### src/rtl/tmds_pkg.sv
// ---------------------------------------------------------------------------
// tmds_pkg
// Shared definitions for the TMDS/HDMI encoder: period-type codes, the four
// control-period tokens, the guard-band symbols, the TERC4 table and small
// helper functions used by every lane.
// ---------------------------------------------------------------------------
package tmds_pkg;

    typedef enum logic [2:0] {
        MODE_CTRL      = 3'd0,
        MODE_VIDEO     = 3'd1,
        MODE_VIDEO_GB  = 3'd2,
        MODE_ISLAND    = 3'd3,
        MODE_ISLAND_GB = 3'd4
    } mode_e;

    // Control tokens indexed by {C1,C0} (channel 0: {VS,HS}).
    localparam logic [9:0] CTRL_TOK [4] = '{10'h354, 10'h0AB, 10'h154, 10'h2AB};

    localparam logic [9:0] GB_2CC = 10'h2CC;
    localparam logic [9:0] GB_133 = 10'h133;

    localparam logic [9:0] TERC4_TBL [16] = '{
        10'h29C, 10'h263, 10'h2E4, 10'h2E2,
        10'h171, 10'h11E, 10'h18E, 10'h13C,
        10'h2CC, 10'h139, 10'h19C, 10'h2C6,
        10'h28E, 10'h271, 10'h163, 10'h2C3
    };

    function automatic logic [9:0] terc4(input logic [3:0] nib);
        return TERC4_TBL[nib];
    endfunction

    function automatic logic [3:0] popcount8(input logic [7:0] v);
        logic [3:0] c;
        c = '0;
        for (int unsigned i = 0; i < 8; i++) begin
            c = c + {3'b000, v[i]};
        end
        return c;
    endfunction

endpackage

### src/rtl/tmds_lane_enc.sv
// ---------------------------------------------------------------------------
// tmds_lane_enc
// One TMDS channel: stage-1 input register (plus xnor-select and legality),
// stage-2 symbol mux with DVI DC balancing and a 5-bit disparity counter.
//
// Parameters
//   CH0      : 1 -> this lane carries HS/VS (control tokens, TERC4 low bits)
//   GB_ALT   : 1 -> video guard band is 0x133 instead of 0x2CC (channel 1)
//   DVI_ONLY : 1 -> island modes are treated as illegal
// Ports
//   I_clk, I_rst   : clock, asynchronous active-high reset
//   I_mode         : period type
//   I_hs, I_vs     : sync inputs (used by CH0 lane)
//   I_ctl          : {CTLb,CTLa} for this lane (ignored on CH0 lane)
//   I_data, I_aux  : pixel byte / TERC4 nibble
//   O_q            : encoded 10-bit symbol, two edges after input capture
//   O_mode_err     : stage-1 illegal-mode flag (reaches O_q on next edge)
// ---------------------------------------------------------------------------
module tmds_lane_enc
    import tmds_pkg::*;
#(
    parameter bit CH0      = 1'b0,
    parameter bit GB_ALT   = 1'b0,
    parameter bit DVI_ONLY = 1'b0
) (
    input  logic       I_clk,
    input  logic       I_rst,
    input  logic [2:0] I_mode,
    input  logic       I_hs,
    input  logic       I_vs,
    input  logic [1:0] I_ctl,
    input  logic [7:0] I_data,
    input  logic [3:0] I_aux,
    output logic [9:0] O_q,
    output logic       O_mode_err
);

    // ---------------- stage 1 ----------------
    mode_e      mode_q, mode_d;
    logic       hs_q, vs_q;
    logic [1:0] ctl_q;
    logic [7:0] data_q;
    logic [3:0] aux_q;
    logic       xnor_q, xnor_d;
    logic       err_q, err_d;
    logic [3:0] n1_in;

    always_comb begin
        err_d = !((I_mode <= 3'd2) || (!DVI_ONLY && (I_mode <= 3'd4)));
        // Illegal codes collapse to CTRL so the lane emits a control token.
        mode_d = err_d ? MODE_CTRL : mode_e'(I_mode);
        n1_in  = popcount8(I_data);
        xnor_d = (n1_in > 4'd4) || ((n1_in == 4'd4) && !I_data[0]);
    end

    always_ff @(posedge I_clk or posedge I_rst) begin
        if (I_rst) begin
            mode_q <= MODE_CTRL;
            hs_q   <= 1'b0;
            vs_q   <= 1'b0;
            ctl_q  <= '0;
            data_q <= '0;
            aux_q  <= '0;
            xnor_q <= 1'b0;
            err_q  <= 1'b0;
        end else begin
            mode_q <= mode_d;
            hs_q   <= I_hs;
            vs_q   <= I_vs;
            ctl_q  <= I_ctl;
            data_q <= I_data;
            aux_q  <= I_aux;
            xnor_q <= xnor_d;
            err_q  <= err_d;
        end
    end

    assign O_mode_err = err_q;

    // ---------------- stage 2 ----------------
    logic [9:0] q_q, q_d;
    logic [4:0] cnt_q, cnt_d;
    logic [8:0] qm;
    logic [3:0] n1;
    logic [4:0] diff;       // N1 - N0 of q_m[7:0], two's complement
    logic       cnt_pos, cnt_neg;
    logic [9:0] vid_q;
    logic [4:0] vid_cnt;
    logic [1:0] sel;

    always_comb begin
        qm    = '0;
        qm[0] = data_q[0];
        for (int unsigned i = 1; i < 8; i++) begin
            qm[i] = xnor_q ? ~(qm[i-1] ^ data_q[i]) : (qm[i-1] ^ data_q[i]);
        end
        qm[8]   = ~xnor_q;
        n1      = popcount8(qm[7:0]);
        diff    = {n1, 1'b0} - 5'd8;
        cnt_pos = !cnt_q[4] && (cnt_q != '0);
        cnt_neg = cnt_q[4];
        if ((cnt_q == '0) || (n1 == 4'd4)) begin
            vid_q   = {~qm[8], qm[8], qm[8] ? qm[7:0] : ~qm[7:0]};
            vid_cnt = qm[8] ? (cnt_q + diff) : (cnt_q - diff);
        end else if ((cnt_pos && (n1 > 4'd4)) || (cnt_neg && (n1 < 4'd4))) begin
            vid_q   = {1'b1, qm[8], ~qm[7:0]};
            vid_cnt = cnt_q + {3'b000, qm[8], 1'b0} - diff;
        end else begin
            vid_q   = {1'b0, qm[8], qm[7:0]};
            vid_cnt = cnt_q - {3'b000, ~qm[8], 1'b0} + diff;
        end
    end

    always_comb begin
        sel   = CH0 ? {vs_q, hs_q} : ctl_q;
        cnt_d = '0;
        case (mode_q)
            MODE_VIDEO: begin
                q_d   = vid_q;
                cnt_d = vid_cnt;
            end
            MODE_VIDEO_GB:  q_d = GB_ALT ? GB_133 : GB_2CC;
            MODE_ISLAND:    q_d = CH0 ? terc4({aux_q[3:2], vs_q, hs_q}) : terc4(aux_q);
            MODE_ISLAND_GB: q_d = CH0 ? terc4({2'b11, vs_q, hs_q}) : GB_133;
            default:        q_d = CTRL_TOK[sel];
        endcase
    end

    always_ff @(posedge I_clk or posedge I_rst) begin
        if (I_rst) begin
            q_q   <= '0;
            cnt_q <= '0;
        end else begin
            q_q   <= q_d;
            cnt_q <= cnt_d;
        end
    end

    assign O_q = q_q;

endmodule

### src/rtl/tmds_hdmi_encoder.sv
// ---------------------------------------------------------------------------
// tmds_hdmi_encoder
// Multi-channel TMDS/HDMI symbol encoder (DVI video, control, guard bands,
// TERC4 data islands) with a 2-edge pipeline and a sticky illegal-mode flag.
//
// Parameters
//   NUM_CH   : number of TMDS channels (1..4); channel 0 carries HS/VS
//   DVI_ONLY : 1 -> island modes are illegal
// Ports
//   I_clk, I_rst : pixel clock, asynchronous active-high reset
//   I_mode       : 0 CTRL, 1 VIDEO, 2 VIDEO_GB, 3 ISLAND, 4 ISLAND_GB
//   I_hs, I_vs   : syncs
//   I_ctl        : {CTLb,CTLa} per channel (channel-0 pair ignored)
//   I_data       : pixel byte per channel, channel n at [8n+7:8n]
//   I_aux        : TERC4 nibble per channel, channel n at [4n+3:4n]
//   O_q          : 10-bit symbol per channel, bit 0 transmitted first
//   O_mode_err   : sticky illegal-mode flag, cleared only by reset
// ---------------------------------------------------------------------------
module tmds_hdmi_encoder
    import tmds_pkg::*;
#(
    parameter int unsigned NUM_CH   = 3,
    parameter bit          DVI_ONLY = 1'b0
) (
    input  logic                  I_clk,
    input  logic                  I_rst,
    input  logic [2:0]            I_mode,
    input  logic                  I_hs,
    input  logic                  I_vs,
    input  logic [2*NUM_CH-1:0]   I_ctl,
    input  logic [8*NUM_CH-1:0]   I_data,
    input  logic [4*NUM_CH-1:0]   I_aux,
    output logic [10*NUM_CH-1:0]  O_q,
    output logic                  O_mode_err
);

    logic [NUM_CH-1:0] lane_err;
    logic              err_q, err_d;

    for (genvar g = 0; g < NUM_CH; g++) begin : g_lane
        tmds_lane_enc #(
            .CH0      (g == 0),
            .GB_ALT   (g == 1),
            .DVI_ONLY (DVI_ONLY)
        ) u_lane (
            .I_clk      (I_clk),
            .I_rst      (I_rst),
            .I_mode     (I_mode),
            .I_hs       (I_hs),
            .I_vs       (I_vs),
            .I_ctl      (I_ctl[2*g +: 2]),
            .I_data     (I_data[8*g +: 8]),
            .I_aux      (I_aux[4*g +: 4]),
            .O_q        (O_q[10*g +: 10]),
            .O_mode_err (lane_err[g])
        );
    end

    // Lane flags come from stage 1, so the sticky bit sets on the same edge
    // the offending symbol is registered onto O_q.
    always_comb err_d = err_q | (|lane_err);

    always_ff @(posedge I_clk or posedge I_rst) begin
        if (I_rst) begin
            err_q <= 1'b0;
        end else begin
            err_q <= err_d;
        end
    end

    assign O_mode_err = err_q;

endmodule

### config.mk
export PLATFORM = sky130hd
export DESIGN_NAME = tmds_hdmi_encoder
export DESIGN_NICKNAME = d
export VERILOG_FILES = /design/src/rtl/tmds_pkg.sv /design/src/rtl/tmds_lane_enc.sv /design/src/rtl/tmds_hdmi_encoder.sv
export SDC_FILE = /design/constraint.sdc
export NUM_CORES = 1
export LEC_CHECK = 0
export ABC_CLOCK_PERIOD_IN_PS = 12000
export BUFFER_PORTS_ARGS = -buffer_cell sky130_fd_sc_hd__buf_4
export CORE_ASPECT_RATIO = 1.4
export CORE_MARGIN = 4
export CORE_UTILIZATION = 30
export CTS_CLUSTER_SIZE = 14
export DETAILED_ROUTE_END_ITERATION = 6
export PLACE_DENSITY = 0.52
export SYNTH_ARGS = -nofsm -noshare
export SYNTH_HDL_FRONTEND = slang
export SYNTH_SLANG_ARGS = --single-unit
### constraint.sdc
create_clock -name I_clk -period 12 [get_ports I_clk]
set_input_delay 2.4 -clock I_clk [delete_from_list [all_inputs] [get_ports I_clk]]
set_output_delay 2.4 -clock I_clk [all_outputs]
set_load 0.03 [all_outputs]
==> results.md, run 1 <==
* Post-DRT Antenna Nets at 0
* Gate Count Post-Synth at 806
* DP Area at ~0.0086 mm²
* Most frequent cells in the layout: inv_1, dfrtp_1, ha_1
* Hold Crit Depth at 1
* Vias post-DR at slightly below 6000
* Share of layout cells above drive strength 1 at 13.8%
* Row count at about 70
* Initial Util at 30.5%
* RSZ-0062 raised after global routing: no
* Worst-Skew Late Latency at 0.37 ns
* Worst Tran Pin Value at 1.08 ns
* Period minus WS final at 5.93 ns
* Clock-pin slew on the worst setup and hold paths at roughly 0.070 ns
* CTS resizes at 0
* Cell variety after synth at between 60 and 70
* Register bit count reported by yosys at 90
* Vias in the first global route at between 5000 and 6000
* # diodes at 0
* Slew Limit Fails at 0
* Worst path max stage delay at 0.68 ns
* Area Growth Syn to Fin at 15.3%
* FFs w/ async S/R, synth at 100%
* Arr. time, crit path at 6.10 ns
* Post-Place Cells at roughly 1200
* Synth area leader: dfrtp_1
* DRC at 0
* CTS Sinks at 90
* Die Area at ~0.029 mm²
* Final Cycle Share at 49.4%
* H-tree levels at 3
* Total grt overflow at 0
* R2R cell count at 17
* Number of synthesis warnings at 0
* Inserted Clock Buffers at 9
* Vias/cell at 4.89
* Max Clock Skew at around 0.010 ns
* GRT Overall Usage at a little over an eighth
* Outcome: finished clean
* Gpl congestion at roughly 0.83
* Initial antenna violation count at 0
* Worst r2r src: g_lane[2].u_lane.data_q[1]
* R2r endpoint: g_lane[2].u_lane.O_q[6]
* DRT Pass-1 Iters at 5
* Post-synth EDFFs at 0
* Final Hold Vio Count at 0
* Reg2reg setup slack at slightly above 6 ns
* Fin nets at ~1000
* Required time of the critical path at about 12 ns
* Critical path startpoint category: register
* Clock root buffer: clkbuf_16
* Relative slew slack at ~28%
* Min-delay worst type: reg -> reg
* Worst hold start: g_lane[1].u_lane.O_mode_err
* DR WL/cell at 15.4 µm
* Setup TNS at 0 ns
* Commonest non-fill, non-tap cell in the layout: inv_1
* CP Capture Type: register
* Final WL at 18400 µm
* Crit-path cells: xnor3_2 > xor2_1 > xor2_1 > fa_1 > inv_1 > fa_1 > fa_1 > inv_1 > fa_1 > xnor2_1 > ha_1 > nor2b_1 > a21o_1 > a22oi_1 > o21a_1 > xor2_1 > o21ai_0
* Die span in x at 144 µm
* Worst Path Max Fanout at 9
* Finished Layout Cells at ~1200
* Hold Path Sink: O_mode_err
* Max-Cap Viols at 0
* Core Box Area at roughly 0.025 mm²
* Number of post-CTS setup repair buffers at 0
* Final instance area at 0.00894 mm²
* Primary FF master, synth: dfrtp_1
* Die height at 198 µm
* Maximum clock insertion buffer count at 2
* Most common cell on crit path: fa_1
* Slowest CP cell: a22oi_1
* Avg Cell Area, Syn at slightly below 10 µm²
* DP HPWL at between 10000 and 15000 µm
* Area of the mapped netlist at roughly 0.0078 mm²
* CTS Hold Bufs at 0
* Number of DRC markers after the initial detailed-route iteration at 336
* Port bufs at 75
* Synth area leaders: dfrtp_1, ha_1, fa_1
* CTS tree: done
* Yosys top cell area share at slightly below 30%
* Syn Nets at 975
* Max Freq at between 150 and 200 MHz
* CP Class: reg -> reg
* Register area share after synthesis at between 20% and 30%
* Largest net degree at the start of global routing at 55
* # IOs at 80
* Setup violations, final at 0
* First-pass GRT wire length at ~30000 µm
[metal layers]
layer  track usage (%)  wire, µm
met3              2.15       779
met5                 0         0
met4              4.26       369
met1              16.2      7430
met2              24.2      9770
[flip-flops by register name, summed over array words and instances (netlist names)]
register	cells
g_lane.u_lane.mode_q	3
O_mode_err	1
g_lane.u_lane.xnor_q	3
g_lane.u_lane.cnt_q	12
g_lane.u_lane.vs_q	1
g_lane.u_lane.O_mode_err	1
g_lane.u_lane.ctl_q	4
g_lane.u_lane.aux_q	10
g_lane.u_lane.O_q	30
g_lane.u_lane.data_q	24
g_lane.u_lane.hs_q	1
[worst max path at each step]
stage	slack (ns)	from	endpoint
floorplan	6.75	g_lane[0].u_lane.data_q[0]	g_lane[0].u_lane.cnt_q[4]
global placement	6.10	g_lane[2].u_lane.data_q[1]	g_lane[2].u_lane.O_q[6]
detailed placement	6.05	g_lane[2].u_lane.data_q[1]	g_lane[2].u_lane.cnt_q[4]
CTS	6.03	g_lane[2].u_lane.data_q[1]	g_lane[2].u_lane.cnt_q[4]
global route	5.67	g_lane[2].u_lane.data_q[1]	g_lane[2].u_lane.cnt_q[4]
finish	6.07	g_lane[2].u_lane.data_q[1]	g_lane[2].u_lane.O_q[6]
[worst max-delay path: cells and delay by family, from the launching register on]
family,cells,cell delay [ns]
AO/OA/AOI/OAI,4,1.33
XOR/XNOR,5,1.78
adder cells (fa/ha/maj),5,2.01
buffers and inverters,2,0.12
flip-flops,1,0.40
AND/OR/NAND/NOR,1,0.09
[synthesized netlist by cell type, drive strengths merged, types with 2 or more instances]
library cell / number
nor2b: 18
mux2i: 9
a211oi: 17
a21boi: 2
a31oi: 12
a21o: 12
nand2b: 8
or2: 7
xnor2: 49
xor2: 40
xnor3: 3
o31a: 2
a32oi: 2
buf: 5
o211ai: 12
o21ai: 44
and2: 5
o311ai: 2
a22oi: 2
inv: 101
nand3: 8
and3: 6
fa: 39
a311oi: 3
or3: 6
nor3b: 7
or4: 2
a21oi: 41
o22ai: 12
o21a: 5
clkbuf: 24
a31o: 2
nor3: 11
o21bai: 2
ha: 81
o31ai: 5
nor2: 48
nand2: 38
o221ai: 7
dfrtp: 90
a211o: 3
[layout make-up]
class | instances | area (µm²)
timing repair buffer | 77 | 578
sequential | 90 | 2250
fill | 2560 | 16500
clock inverter | 7 | 101
tap | 319 | 399
multi-input combinational | 585 | 5000
inverter | 102 | 385
clock buffer | 9 | 225
[stage by stage]
stage	worst slack, ns	utilization (%)	hold WS (ns)
detailed placement	6.05	33.8	0.424
floorplan	6.75	-	0.413
global placement	6.10	33.8	0.423
CTS	6.03	35.1	0.436
global route	5.67	35.1	0.478
finish	6.07	35.1	0.433
[kinds of logic after synthesis]
logic type | Yosys count | share of synthesized area (%)
flip-flops | 90 | 29.0
multiplexers | 9 | 1.16
AND/OR/NAND/NOR | 167 | 10.6
AO/OA/AOI/OAI | 196 | 16.8
buffers and inverters | 131 | 6.48
XOR/XNOR | 93 | 12.8
adder cells (fa/ha/maj) | 120 | 23.1
Power of run 1 is left out: the tool's default activity adds up to more than one toggle a clock period on the data nets, which glitch-free logic cannot reach.
==> run 2, diff against run 1 <==
--- a/config.mk
+++ b/config.mk
@@ -5,7 +5,7 @@
 export SDC_FILE = /design/constraint.sdc
 export NUM_CORES = 1
 export LEC_CHECK = 0
-export ABC_CLOCK_PERIOD_IN_PS = 12000
+export ABC_CLOCK_PERIOD_IN_PS = 6200
 export BUFFER_PORTS_ARGS = -buffer_cell sky130_fd_sc_hd__buf_4
 export CORE_ASPECT_RATIO = 1.4
 export CORE_MARGIN = 4
==> constraint.sdc (replaced) <==
create_clock -name I_clk -period 6.2 [get_ports I_clk]
set_input_delay 1.24 -clock I_clk [delete_from_list [all_inputs] [get_ports I_clk]]
set_output_delay 1.24 -clock I_clk [all_outputs]
set_load 0.03 [all_outputs]
==> results.md, run 2 (synthesis results as in run 1) <==
* Die Area at around 0.029 mm²
* First-pass GRT wire length at about 30000 µm
* Inserted Clock Buffers at 9
* Share of layout cells above drive strength 1 at between 10% and 20%
* Min-delay worst type: reg -> reg
* RSZ-0062 raised after global routing: no
* Initial Util at a little over 30%
* Total grt overflow at 0
* GRT Overall Usage at 13.2%
* Row count at 69
* Area Growth Syn to Fin at 15.4%
* Die span in x at 144 µm
* Clock root buffer: clkbuf_16
* Final WL at between 15000 and 20000 µm
* DRC at 0
* Vias post-DR at roughly 5800
* Most frequent cells in the layout: inv_1, dfrtp_1, ha_1, buf_4, nor2_1
* Required time of the critical path at ~6.5 ns
* Final Hold Vio Count at 0
* Setup TNS at 0 ns
* Setup violations, final at 0
* Commonest non-fill, non-tap cell in the layout: inv_1
* Worst Path Max Fanout at 5
* DP HPWL at 14600 µm
* Initial antenna violation count at 0
* Final Cycle Share at roughly 91%
* Post-DRT Antenna Nets at 0
* Largest register FFs at 30
* CTS Sinks at 90
* Die height at about 200 µm
* Core Box Area at around 0.025 mm²
* CP Class: reg -> reg
* Vias/cell at between 4 and 5
* H-tree levels at 3
* Max-Cap Viols at 0
* DR WL/cell at 15.4 µm
* Relative slew slack at about a third
* Port bufs at 75
* Number of DRC markers after the initial detailed-route iteration at 272
* Vias in the first global route at around 5900
* CTS Hold Bufs at 0
* # IOs at 80
* Critical path startpoint category: register
* Maximum clock insertion buffer count at 2
* Number of post-CTS setup repair buffers at 0
* Clock-pin slew on the worst setup and hold paths at roughly 0.07 ns
* Worst Tran Pin Value at 1.03 ns
* Outcome: finished clean
* Worst-Skew Late Latency at 0.35 ns
* Arr. time, crit path at roughly 5.9 ns
* Gpl congestion at between 0.8 and 0.9
* CP Capture Type: register
* CTS tree: done
* DRT Pass-1 Iters at 5
* # diodes at 0
* Max Freq at roughly 180 MHz
* CTS resizes at 0
* Fin nets at ~1000
* Max Clock Skew at between 0.008 and 0.009 ns
* Period minus WS final at between 5 and 6 ns
* Largest net degree at the start of global routing at 55
* Slew Limit Fails at 0
==> run 2: changes by cell type in the layout (fill, tap and decap cells not counted), sizes merged <==
| cell | change |
|---|---|
| clkinvlp | -1 |
| clkinv | +2 |
| bufinv | -1 |
| buf | +4 |
==> run 2: final cells by class <==
type                            count  area, µm²
Clock buffer                        9        225
Clock inverter                      7       77.6
Fill cell                        2560      16500
Inverter                          102        385
Multi-Input combinational cell    585       5000
Sequential cell                    90       2250
Tap cell                          319        399
Timing Repair Buffer               81        608
==> run 2: routing by layer <==
metal	vias to the layer above	GRT usage, %	wire length, µm
li1	2852	-	-
met1	2762	15.7	7520
met2	120	23.5	9650
met3	28	2.10	670
met4	0	5.06	479
met5	-	0	0
==> run 2: worst paths after layout <==
| kind | from | end | slack (ns) | depth (start not counted) |
|---|---|---|---|---|
| max | g_lane[2].u_lane.data_q[1] | g_lane[2].u_lane.cnt_q[4] | 0.55 | 18 |
| min | g_lane[1].u_lane.O_mode_err | O_mode_err | 0.44 | 1 |
| max reg2reg | g_lane[2].u_lane.data_q[1] | g_lane[2].u_lane.cnt_q[4] | 0.55 | 18 |
| min reg2reg | g_lane[1].u_lane.O_mode_err | O_mode_err | 0.44 | 1 |
| max in group asynchronous | I_rst | g_lane[2].u_lane.xnor_q | 4.25 | 3 |
| min in group asynchronous | I_rst | g_lane[0].u_lane.O_q[7] | 0.91 | 2 |
==> run 2: worst max-delay path, cell delays in order, from the launching register on <==
cell     delay [ns]
dfrtp_1        0.40
xnor3_2        0.45
xor2_1         0.36
xor2_1         0.36
fa_1           0.47
inv_1          0.08
fa_1           0.44
fa_1           0.45
inv_1          0.09
fa_1           0.49
ha_1           0.41
inv_1          0.08
ha_1           0.28
nor2b_1        0.12
o21ai_0        0.21
nor3b_1        0.21
nor3_1         0.07
o31ai_1        0.34
mux2i_1        0.24
==> run 2: stage by stage <==
step	utilization [%]	area, µm²	hold slack, ns	instances	worst slack (ns)
after floorplan	-	7760	0.413	806	0.949
after global placement	34.0	8650	0.417	1177	0.503
after detailed placement	34.0	8650	0.430	1177	0.495
final	35.1	8950	0.444	1193	0.549
after global routing	35.1	8950	0.453	1193	0.182
after CTS	35.1	8950	0.446	1193	0.455
Power of run 2 is left out for the same reason.
==> run 3, diff against run 2 <==
--- a/config.mk
+++ b/config.mk
@@ -9,10 +9,12 @@
 export BUFFER_PORTS_ARGS = -buffer_cell sky130_fd_sc_hd__buf_4
 export CORE_ASPECT_RATIO = 1.4
 export CORE_MARGIN = 4
-export CORE_UTILIZATION = 30
+export CORE_UTILIZATION = 40
 export CTS_CLUSTER_SIZE = 14
 export DETAILED_ROUTE_END_ITERATION = 6
-export PLACE_DENSITY = 0.52
+export PLACE_DENSITY = 0.64
+export SKIP_CTS_REPAIR_TIMING = 1
 export SYNTH_ARGS = -nofsm -noshare
 export SYNTH_HDL_FRONTEND = slang
+export SYNTH_HIERARCHICAL = 1
 export SYNTH_SLANG_ARGS = --single-unit
==> results.md, run 3 <==
* Outcome: finished clean
* Max Freq at between 150 and 200 MHz
* Vias/cell at 5.14
* Register area share after synthesis at 29.5%
* Area occupied by multi-input gates at around 0.0053 mm²
* Gate Count Post-Synth at 851
* # diodes at 0
* Fin nets at between 1000 and 1500
* CTS tree: done
* Post-synth EDFFs at 0
* GRT Overall Usage at between 10% and 20%
* Worst path max stage delay at 0.59 ns
* Vias in the first global route at 6071
* Worst Path Max Fanout at 7
* Clock root buffer: clkbuf_16
* Synth area leaders: dfrtp_1, ha_1, fa_1
* Max Clock Skew at slightly above 0.009 ns
* First-pass GRT wire length at 29200 µm
* DRT Pass-1 Iters at 5
* Die span in x at approximately 130 µm
* CP Class: reg -> reg
* Largest register FFs at 30
* DP HPWL at roughly 14000 µm
* Register bit count reported by yosys at a little under 100
* FFs w/ async S/R, synth at between 90% and 100%
* Buf+Inv Stages, Crit Path at 2
* Top-count cell post-synth: inv_1
* DRC at 0
* Die Area at roughly 0.023 mm²
* Setup TNS at 0 ns
* CP Capture Type: register
* Number of DRC markers after the initial detailed-route iteration at ~360
* Initial Util at ~41%
* Synth area leader: dfrtp_1
* Final Hold Vio Count at 0
* Crit path max-delay family: adder cells
* Share of layout cells above drive strength 1 at between 10% and 20%
* Most frequent cells in the layout: inv_1, dfrtp_1, buf_4
* Initial antenna violation count at 0
* Final Cycle Share at a little over nine tenths
* Worst hold start: g_lane[2].u_lane/O_mode_err
* Required time of the critical path at approximately 6.4 ns
* Most common cell on crit path: fa_1
* Syn Nets at 1022
* Largest net degree at the start of global routing at 34
* Hold Crit Depth at 1
* Maximum clock insertion buffer count at 2
* Arr. time, crit path at ~6.0 ns
* Worst r2r src: g_lane[1].u_lane/xnor_q
* DR WL/cell at 14.7 µm
* Crit-path cells: xor3_2 > xnor2_4 > fa_1 > fa_1 > fa_1 > ha_1 > inv_1 > fa_1 > xnor2_1 > inv_1 > ha_1 > and2_1 > a22o_1 > or2_2 > xnor2_1 > o221ai_1
* Slowest CP cell: xor3_2
* Reg area at 0.00245 mm²
* Yosys top cell area share at between 20 and 30%
* Avg Cell Area, Syn at 9.77 µm²
* Beginning of the critical path: g_lane[1].u_lane/xnor_q
* Worst-Skew Late Latency at between 0.3 and 0.4 ns
* Max-Cap Viols at 0
* Inserted Clock Buffers at 9
* Worst Tran Pin Value at just over 0.6 ns
* Die height at 179 µm
* Area Growth Syn to Fin at 13.1%
* Hold Path Sink: O_mode_err
* Slew Limit Fails at 0
* Area of the mapped netlist at 0.00831 mm²
* Commonest non-fill, non-tap cell in the layout: inv_1
* Gpl congestion at slightly above 0.8
* R2R cell count at 16
* Port bufs at between 70 and 80
* CTS Sinks at ~100
* Critical path startpoint category: register
* R2r endpoint: g_lane[1].u_lane/O_q[7]
* Reg2reg setup slack at approximately 0.38 ns
* Commonest cells post-synth: inv_1, dfrtp_1, ha_1
* Core Box Area at about 0.02 mm²
* Clock-pin slew on the worst setup and hold paths at 0.07 ns
* Primary FF master, synth: dfrtp_1
* CP Depth at 16
* # IOs at 80
* Post-DRT Antenna Nets at 0
* Final WL at around 17000 µm
* Relative slew slack at around three fifths
* Number of synthesis warnings at 6
* Vias post-DR at around 6000
* Min-delay worst type: reg -> reg
* Row count at between 60 and 70
* FILL cells at roughly 2000
* RSZ-0062 raised after global routing: no
* Total grt overflow at 0
* H-tree levels at 3
* Setup violations, final at 0
* Cell variety after synth at between 60 and 70
* Period minus WS final at ~5.8 ns
run 3: cell type report:
| cell class | instances | share of cell area [%] |
|---|---|---|
| sequential | 98 | 26.1 |
| multi-input combinational | 617 | 56.4 |
| tap | 256 | 3.41 |
| timing repair buffer | 82 | 6.55 |
| clock inverter | 5 | 0.652 |
| clock buffer | 11 | 2.58 |
| inverter | 108 | 4.31 |
run 3: cells by family after synthesis:
logic type,after synthesis,synth area share [%]
XOR/XNOR,105,13.7
AND/OR/NAND/NOR,171,9.83
multiplexers,16,1.99
AO/OA/AOI/OAI,202,16.0
adder cells (fa/ha/maj),123,22.3
flip-flops,98,29.5
buffers and inverters,136,6.68
run 3: through the flow:
step / area, µm² / cells / utilization (%) / setup WS (ns) / hold slack (ns)
2_1_floorplan: 8310 / 851 / - / 0.798 / 0.408
3_3_place_gp: 9100 / 1161 / 44.4 / 0.448 / 0.416
3_5_place_dp: 9100 / 1161 / 44.4 / 0.328 / 0.418
4_1_cts: 9400 / 1177 / 45.9 / 0.315 / 0.435
5_1_grt: 9400 / 1177 / 45.9 / 0.00478 / 0.462
6_report: 9400 / 1177 / 45.9 / 0.382 / 0.432
run 3: worst max path at each step:
stage                     slack (ns)                   endpoint
final                           0.38    g_lane[1].u_lane/O_q[7]
after global routing           0.005  g_lane[1].u_lane/cnt_q[4]
after CTS                       0.32    g_lane[0].u_lane/O_q[4]
after detailed placement        0.33    g_lane[0].u_lane/O_q[4]
after global placement          0.45    g_lane[0].u_lane/O_q[4]
after floorplan                 0.80    g_lane[0].u_lane/O_q[3]
run 3: per-layer routing:
layer | global-route usage, % | part of all wire [%]
met5 | 0 | 0
met1 | 18.3 | 40
met2 | 29.3 | 54
met4 | 4.77 | 1.5
met3 | 2.43 | 4.0
Power of run 3 is left out for the same reason.
